==> config.mk <==
export PLATFORM = sky130hd
export DESIGN_NAME = fft_stage_sequencer
export DESIGN_NICKNAME = d
export VERILOG_FILES = /design/src/rtl/fft_stage_sequencer.sv
export SDC_FILE = /design/constraint.sdc
export NUM_CORES = 1
export LEC_CHECK = 0
export ABC_AREA = 1
export CAP_MARGIN = 20
export CORE_MARGIN = 3
export CORE_UTILIZATION = 49
export CTS_CLUSTER_SIZE = 30
export DETAILED_ROUTE_END_ITERATION = 8
export GPL_ROUTABILITY_DRIVEN = 0
export PLACE_DENSITY = 0.86
export SLEW_MARGIN = 20
export SYNTH_ARGS = -nofsm -noshare
export SYNTH_HDL_FRONTEND = slang
export SYNTH_SLANG_ARGS = --single-unit
==> constraint.sdc <==
create_clock -name clk -period 3 [get_ports clk]
set_input_delay 0.45 -clock clk [delete_from_list [all_inputs] [get_ports clk]]
set_output_delay 0.45 -clock clk [all_outputs]
set_load 0.01 [all_outputs]
==> src/rtl/fft_stage_sequencer.sv <==
// Butterfly issue sequencer for an in-place radix-2 DIT FFT: walks every stage and
// butterfly, issues sample/twiddle addresses, and drains write-backs between stages.
module fft_stage_sequencer #(
    parameter int N             = 32,
    parameter int address_width = $clog2(N),
    parameter int stage_width   = $clog2($clog2(N)) + 1
) (
    input  logic                     clk,
    input  logic                     reset,
    input  logic                     start,
    input  logic                     wb_valid,
    output logic                     rd_en,
    output logic [address_width-1:0] rd_address1,
    output logic [address_width-1:0] rd_address2,
    output logic [address_width-2:0] tw_address,
    output logic [stage_width-1:0]   stage,
    output logic                     busy,
    output logic                     done,
    output logic                     err
);

    localparam int LOG2N = $clog2(N);
    localparam int K_W   = address_width - 1;
    localparam logic [K_W-1:0]           K_LAST = K_W'(N / 2 - 1);
    localparam logic [K_W-1:0]           K_ONE  = K_W'(1);
    localparam logic [stage_width-1:0]   S_LAST = stage_width'(LOG2N - 1);
    localparam logic [stage_width-1:0]   S_ONE  = stage_width'(1);
    localparam logic [address_width-1:0] A_ONE  = address_width'(1);
    localparam logic [address_width:0]   O_ONE  = (address_width + 1)'(1);
    localparam logic [address_width:0]   O_ZERO = {(address_width + 1){1'b0}};

    typedef enum logic [1:0] {
        IDLE  = 2'd0,
        ISSUE = 2'd1,
        DRAIN = 2'd2,
        DONE  = 2'd3
    } state_t;

    state_t                   state_r;
    logic [stage_width-1:0]   stage_r;
    logic [K_W-1:0]           k_r;
    logic [address_width:0]   outstanding_r;
    logic                     rd_en_r;
    logic                     busy_r;
    logic                     done_r;
    logic                     err_r;

    logic [K_W-1:0]           mask_s;
    logic [K_W-1:0]           pos_s;
    logic [K_W-1:0]           grp_s;
    logic [K_W-1:0]           tw_s;
    logic [address_width-1:0] span_s;
    logic [address_width-1:0] addr1_s;
    logic [address_width-1:0] addr2_s;

    // Sequencer FSM; rd_en/busy/done are registered alongside the state they decode.
    always_ff @(posedge clk or negedge reset) begin
        if (!reset) begin
            state_r <= IDLE;
            stage_r <= {stage_width{1'b0}};
            k_r     <= {K_W{1'b0}};
            rd_en_r <= 1'b0;
            busy_r  <= 1'b0;
            done_r  <= 1'b0;
        end else begin
            case (state_r)
                IDLE: begin
                    if (start) begin
                        state_r <= ISSUE;
                        stage_r <= {stage_width{1'b0}};
                        k_r     <= {K_W{1'b0}};
                        rd_en_r <= 1'b1;
                        busy_r  <= 1'b1;
                    end else begin
                        state_r <= IDLE;
                    end
                end
                ISSUE: begin
                    if (k_r == K_LAST) begin
                        state_r <= DRAIN;
                        rd_en_r <= 1'b0;
                    end else begin
                        k_r <= k_r + K_ONE;
                    end
                end
                // Leave only once the registered count shows every butterfly written back.
                DRAIN: begin
                    if (outstanding_r == O_ZERO) begin
                        if (stage_r == S_LAST) begin
                            state_r <= DONE;
                            done_r  <= 1'b1;
                        end else begin
                            state_r <= ISSUE;
                            stage_r <= stage_r + S_ONE;
                            k_r     <= {K_W{1'b0}};
                            rd_en_r <= 1'b1;
                        end
                    end else begin
                        state_r <= DRAIN;
                    end
                end
                DONE: begin
                    state_r <= IDLE;
                    done_r  <= 1'b0;
                    busy_r  <= 1'b0;
                end
                default: begin
                    state_r <= IDLE;
                    rd_en_r <= 1'b0;
                    busy_r  <= 1'b0;
                    done_r  <= 1'b0;
                end
            endcase
        end
    end

    // In-flight butterfly counter and sticky underflow flag.
    always_ff @(posedge clk or negedge reset) begin
        if (!reset) begin
            outstanding_r <= O_ZERO;
            err_r         <= 1'b0;
        end else begin
            case ({rd_en_r, wb_valid})
                2'b10: outstanding_r <= outstanding_r + O_ONE;
                2'b01: begin
                    if (outstanding_r == O_ZERO) begin
                        err_r <= 1'b1;
                    end else begin
                        outstanding_r <= outstanding_r - O_ONE;
                    end
                end
                default: outstanding_r <= outstanding_r;
            endcase
        end
    end

    // Butterfly address equations from the registered stage and butterfly index.
    always_comb begin
        mask_s  = ~({K_W{1'b1}} << stage_r);
        pos_s   = k_r & mask_s;
        grp_s   = k_r >> stage_r;
        span_s  = A_ONE << stage_r;
        addr1_s = ({1'b0, grp_s} << (stage_r + S_ONE)) | {1'b0, pos_s};
        addr2_s = addr1_s + span_s;
        tw_s    = pos_s << (S_LAST - stage_r);
    end

    // Addresses are forced to zero whenever no butterfly is being issued.
    always_comb begin
        rd_address1 = {address_width{1'b0}};
        rd_address2 = {address_width{1'b0}};
        tw_address  = {K_W{1'b0}};
        if (rd_en_r) begin
            rd_address1 = addr1_s;
            rd_address2 = addr2_s;
            tw_address  = tw_s;
        end else begin
            rd_address1 = {address_width{1'b0}};
            rd_address2 = {address_width{1'b0}};
            tw_address  = {K_W{1'b0}};
        end
    end

    assign rd_en = rd_en_r;
    assign stage = stage_r;
    assign busy  = busy_r;
    assign done  = done_r;
    assign err   = err_r;

endmodule

==> flow_summary.yaml, run 1 <==
run_status:
  outcome: "complete, but fails checks"
  violations: "setup timing"
routing:
  wl_per_cell_um: 16.2
  drtIter0Drc: 197
  dr.pass1.iters: 4
  antenna_left: 0
  routed_wl_um: 6160
  drc: 0
  vias: 2106
  viasPerCell: 5.53
logic_synthesis:
  syn_inst: 253
  synth_edf_count: 0
  muxShareOfSynthArea_pct: 0
  yosys.area.top_type_share_pct: 28.0
  ys.flop_type: "dfrtp_1"
  synth_top_family_by_area: "simple AND/OR/NAND/NOR gates"
  syn_nets: 275
  synth_cell_types: 33
  yosysWarnings: 0
  ys_async_sr_fraction_pct: 100
  ys_seq_elements: 20
  synth_compound_area_share_pct: 12.6
  synthXorXnorAreaFrac_pct: 4.40
  synthSimpleGateAreaFrac_pct: 33.4
  syn-cell-area_um2: 1790
  synthAdderAreaFrac_pct: 13.4
  synth_common_cells: "58 x nand2_1, 26 x inv_1, 26 x nor2_1"
  synth.area.top_cells: "dfrtp_1 28%, nand2_1 12%, ha_1 11%, nand3_1 6.7%, inv_1 5.5%"
  synth_seq_area_share_pct: 28.0
  synth_area_per_cell_um2: 7.08
  yosysMostFrequentCell: "nand2_1"
  synth_area_leader_cell: "dfrtp_1"
power:
  power.density_nw_per_um2: 967
  ir_drop_mv: 0.551
  p_leak_nw: 1.34
place:
  io_buffers: 25
  dp_hpwl_um: 3820
  dpl.cell_count: 362
sta:
  rsz0062_at_grt: "true"
  fin_tns_setup_ns: -0.732
  holdWs_ns: 0.502
  slew_headroom_pct: 40.2
  layout_worst_path_cycle_share_pct: 111
  skew_ns: 0.00512
  tightest_slew_ns: 0.894
  fmax_mhz: 300
  finalCriticalPeriod_ns: 3.34
  setup_ws_ns: -0.336
  setup_violations: 5
  final-max-slew-violation-count: 0
  final_hold_viol_count: 0
cells_and_area:
  n_antenna_cell: 0
  drive_above_1_share_pct: 34.0
  fin_cells: 381
  fin_nets: 358
  num-fill-cells: 226
  area_growth_pct: 49.7
die:
  die_w_um: 66.5
  io_pins: 26
  start_util_pct: 52.4
  dieArea_um2: 4420
  fp.coreArea_um2: 3420
  die_h_um: 66.5
  rows: 21
setup_path:
  critical_path_buf_inv_count: 4
  worstPathCellList: "buf_6 > buf_4 > o21ai_0 > buf_4 > nand2_1 > ha_2 > fa_2 > nand2_2 > nand2_2 > a21oi_4 > xor2_2 > nand3_1 > nand2_1 > nor2_1 > buf_2"
  cpLargestDelayFamily: "buffers and inverters"
  critPathArrivalTime_ns: 2.89
  critPathKind: "reg2out"
  crit_path_end_kind: "primary output"
  critPathLaunchType: "flop"
  required_ns: 2.55
  max_stage_delay_ns: 0.47
  critPathSlowestCell: "dfrtp_2"
  path_max_fanout: 6
global_route:
  track_usage_pct: 26.6
  grt_remaining_overflow: 0
  grt_max_degree: 21
  antenna_found_initial: 0
  grt_pass1_wl_um: 9020
  grt_pass1_vias: 2080
flow_run:
  drv_cap: 0
min_path:
  hp-class: "reg2reg"
clocking:
  hold_buffers: 0
  htreeDepth: 1
  cts_buffer_depth: 2
  cts_root_buf: "clkbuf_4"
  clock_sinks: 20
  cts_tree: "yes"
  clk_latency_ns: 0.32
  cts.reportedPaths.clkPinSlew_ns: 0.11
  numCtsBuffers: 3
[power breakdown]
group | internal, mW | leakage [nW] | total (mW) | switching (mW)
Clock | 0.0744 | 0.0210 | 0.163 | 0.0885
Combinational | 0.876 | 1.07 | 1.92 | 1.05
Sequential | 0.380 | 0.246 | 0.503 | 0.124
[worst register-to-register path: cells and delay by family (launching register included)]
kind | cells | cell delay, ns
buffers and inverters | 1 | 0.16
XOR/XNOR | 1 | 0.15
AND/OR/NAND/NOR | 1 | 0.50
flip-flops | 1 | 0.54
adder cells (fa/ha/maj) | 1 | 0.43
AO/OA/AOI/OAI | 3 | 0.44
[metal layers]
metal | global-route usage, % | up-vias | wire length [um]
li1 | - | 993 | -
met1 | 31.5 | 1010 | 2390
met2 | 48.2 | 86 | 3280
met3 | 1.69 | 17 | 291
met4 | 12.9 | 0 | 185
met5 | 0 | - | 0
[metrics by stage]
| stage | total power, mW | setup slack [ns] | area [um2] | utilization (%) |
|---|---|---|---|---|
| after CTS | 2.40 | -0.266 | 2570 | 75.2 |
| after global routing | 2.78 | -0.468 | 2680 | 78.5 |
| after floorplan | 1.50 | 0.00331 | 1810 | - |
| after detailed placement | 2.16 | -0.419 | 2410 | 70.4 |
| after global placement | 2.10 | -0.307 | 2410 | 70.4 |
| final | 2.59 | -0.336 | 2680 | 78.5 |
[repair_timing]
item                       in CTS  in global routing
gates resized for setup        35                 16
pin swaps                      17                 16
setup buffers                   8                  7
setup endpoints to repair       6                 11
[kinds of logic after synthesis]
logic type	count (synthesis)
buffers and inverters	36
AND/OR/NAND/NOR	129
adder cells (fa/ha/maj)	18
AO/OA/AOI/OAI	41
XOR/XNOR	9
flip-flops	20
[state kept, by name, summed over array words and instances, names as in the netlist]
register       flops
busy               1
k_r                4
done               1
err                1
state_r            2
stage              4
outstanding_r      6
rd_en              1
[layout make-up]
cell class	instances	area [um2]	area share, %
Multi-Input combinational cell	197	1270	47.5
Clock buffer	4	36.3	1.35
Tap cell	46	57.6	2.15
Timing Repair Buffer	81	671	25.0
Inverter	33	138	5.14
Sequential cell	20	504	18.8
[layout by cell type (no fill, tap or decap), types with 4 or more instances in the layout]
master / synthesis / final
clkdlybuf4s50_1: 0 / 19
nand3_1: 24 / 20
buf_4: 1 / 53
o21ai_0: 14 / 13
o21ai_2: 3 / 4
inv_2: 5 / 6
nand2_2: 4 / 7
nor2_4: 1 / 4
inv_1: 26 / 22
nor2_1: 26 / 25
ha_1: 16 / 11
dfrtp_1: 20 / 17
xor2_1: 8 / 6
nand3_2: 0 / 4
a21oi_1: 13 / 11
nand4_1: 4 / 4
nand2_1: 58 / 55
o21ai_1: 6 / 6
[worst paths after layout]
check / start / depth (start not counted) / slack [ns] / end
min in group asynchronous: reset / 1 / 0.62 / outstanding_r[0]
max: stage[0] / 15 / -0.34 / rd_address2[4]
max reg2reg: rd_en / 7 / 0.72 / outstanding_r[4]
min: err / 1 / 0.50 / err
max in group asynchronous: reset / 1 / 1.77 / stage[1]
min reg2reg: err / 1 / 0.50 / err
(Power assumes the default switching activity.)
==> inputs of run 2 (changes only) <==
--- a/config.mk
+++ b/config.mk
@@ -7,12 +7,13 @@
 export LEC_CHECK = 0
 export ABC_AREA = 1
 export CAP_MARGIN = 20
+export CORE_ASPECT_RATIO = 1.2
 export CORE_MARGIN = 3
 export CORE_UTILIZATION = 49
 export CTS_CLUSTER_SIZE = 30
 export DETAILED_ROUTE_END_ITERATION = 8
 export GPL_ROUTABILITY_DRIVEN = 0
-export PLACE_DENSITY = 0.86
+export PLACE_DENSITY = 0.76
 export SLEW_MARGIN = 20
 export SYNTH_ARGS = -nofsm -noshare
 export SYNTH_HDL_FRONTEND = slang
==> run 2 against run 1 <==
Effect of this change: the flow still finishes with violations (setup timing); register-to-register slack better by 0.21 ns; die area about the same; combinational power about the same; flip-flop and latch count unchanged; critical path type unchanged; largest cell class unchanged.
==> flow_summary.yaml, run 2 (synthesized netlist as in run 1, its figures left out) <==
run_status:
  outcome: "complete, but fails checks"
  violations: "setup timing"
sta:
  holdWs_ns: 0.488
  tightest_slew_ns: 0.882
  slew_headroom_pct: 41.0
  layout_worst_path_cycle_share_pct: 106
  final_hold_viol_count: 0
  fmax_mhz: 314
  skew_ns: 0.00329
  rsz0062_at_grt: "true"
  final-max-slew-violation-count: 0
  setup_ws_ns: -0.190
  setup_violations: 2
  fin_tns_setup_ns: -0.217
  finalCriticalPeriod_ns: 3.19
routing:
  drc: 0
  dr.pass1.iters: 4
  routed_wl_um: 5220
  wl_per_cell_um: 14.1
  drtIter0Drc: 82
  viasPerCell: 5.41
  vias: 1998
  antenna_left: 0
place:
  place_area_um2: 2380
  dp_hpwl_um: 3750
  io_buffers: 25
  place_ws_ns: -0.445
  dpl.cell_count: 351
clocking:
  cts_tree: "yes"
  hold_buffers: 0
  cts_buffer_depth: 2
  clock_sinks: 20
  cts_root_buf: "clkbuf_8"
  cts.reportedPaths.clkPinSlew_ns: 0.07
  numCtsBuffers: 3
  htreeDepth: 1
  clk_latency_ns: 0.26
power:
  p_leak_nw: 1.30
  power.density_nw_per_um2: 965
  ir_drop_mv: 0.655
  power_mw: 2.61
cells_and_area:
  fin_area_um2: 2700
  fin_cells: 369
  largest_register: "outstanding_r"
  area_growth_pct: 50.9
  post-route-util_pct: 78.9
  fin_nets: 355
  drive_above_1_share_pct: 36.7
  final_cell_mix: "51 x nand2_1, 51 x buf_4, 22 x inv_1, 22 x nor2_1, 20 x nand3_1"
  n_antenna_cell: 0
  largest_register_ffs: 6
die:
  io_pins: 26
  die_h_um: 72.2
  die_w_um: 61.2
  rows: 23
  dieArea_um2: 4420
  start_util_pct: 52.3
  fp.coreArea_um2: 3420
setup_path:
  path_max_fanout: 6
  worst-r2r-setup-slack_ns: 0.93
  crit_path_end_kind: "primary output"
  r2r_start: "rd_en"
  critPathKind: "reg2out"
  critPathArrivalTime_ns: 2.74
  r2r-end: "outstanding_r[4]"
  reg2reg_depth: 7
  required_ns: 2.55
  critPathLaunchType: "flop"
global_route:
  grt_remaining_overflow: 0
  grt_max_degree: 21
  grt_pass1_wl_um: 8670
  grt_pass1_vias: 1996
  track_usage_pct: 25.9
  antenna_found_initial: 0
flow_run:
  drv_cap: 0
min_path:
  hp-class: "reg2reg"
  hold_path_end: "busy"
  hold_start: "busy"
  whs_path_depth: 2
run 2: layout make-up:
type / instances / area, um2
Multi-Input combinational cell: 197 / 1330
Fill cell: 236 / 723
Timing Repair Buffer: 78 / 636
Sequential cell: 20 / 505
Inverter: 33 / 131
Clock buffer: 4 / 55.1
Tap cell: 37 / 46.3
run 2: worst max path at each step:
stage              from        endpoint  cells past startpoint
6_report       stage[0]  rd_address2[4]                     17
5_1_grt        stage[0]  rd_address2[4]                     17
4_1_cts        stage[0]  rd_address2[4]                     17
3_5_place_dp   stage[0]  rd_address2[4]                     16
3_3_place_gp   stage[0]  rd_address2[4]                     16
2_1_floorplan  stage[0]  rd_address2[4]                     15
run 2: where the power goes:
group / leakage [nW] / switching [mW] / internal [mW] / total (mW)
Combinational: 1.03 / 1.02 / 0.879 / 1.89
Sequential: 0.245 / 0.126 / 0.381 / 0.507
Clock: 0.0288 / 0.0895 / 0.117 / 0.206
run 2: routing by layer:
metal	wire length (um)	track usage [%]
met1	2150	28.9
met2	2670	46.5
met5	0	0
met4	248	13.5
met3	149	2.67
run 2: repair_timing:
item / CTS / global route
gates resized for setup: 41 / 21
setup endpoints to repair: 6 / 6
setup buffers: 14 / 4
pin swaps: 25 / 17
cloned: 0 / 0
run 2: critical path, cell delays in order (launching register included):
cell and delay [ns]:
dfrtp_2 0.48, buf_6 0.17, nand3_2 0.06, nand3_2 0.08
nand2_2 0.10, nor2_4 0.06, nand4_1 0.12, nand2_1 0.08
ha_2 0.20, fa_2 0.35, nand2_2 0.09, nand2_2 0.05
a21oi_2 0.13, xor2_1 0.20, nand3_1 0.09, nand2_1 0.06
nor2_1 0.04, buf_2 0.13
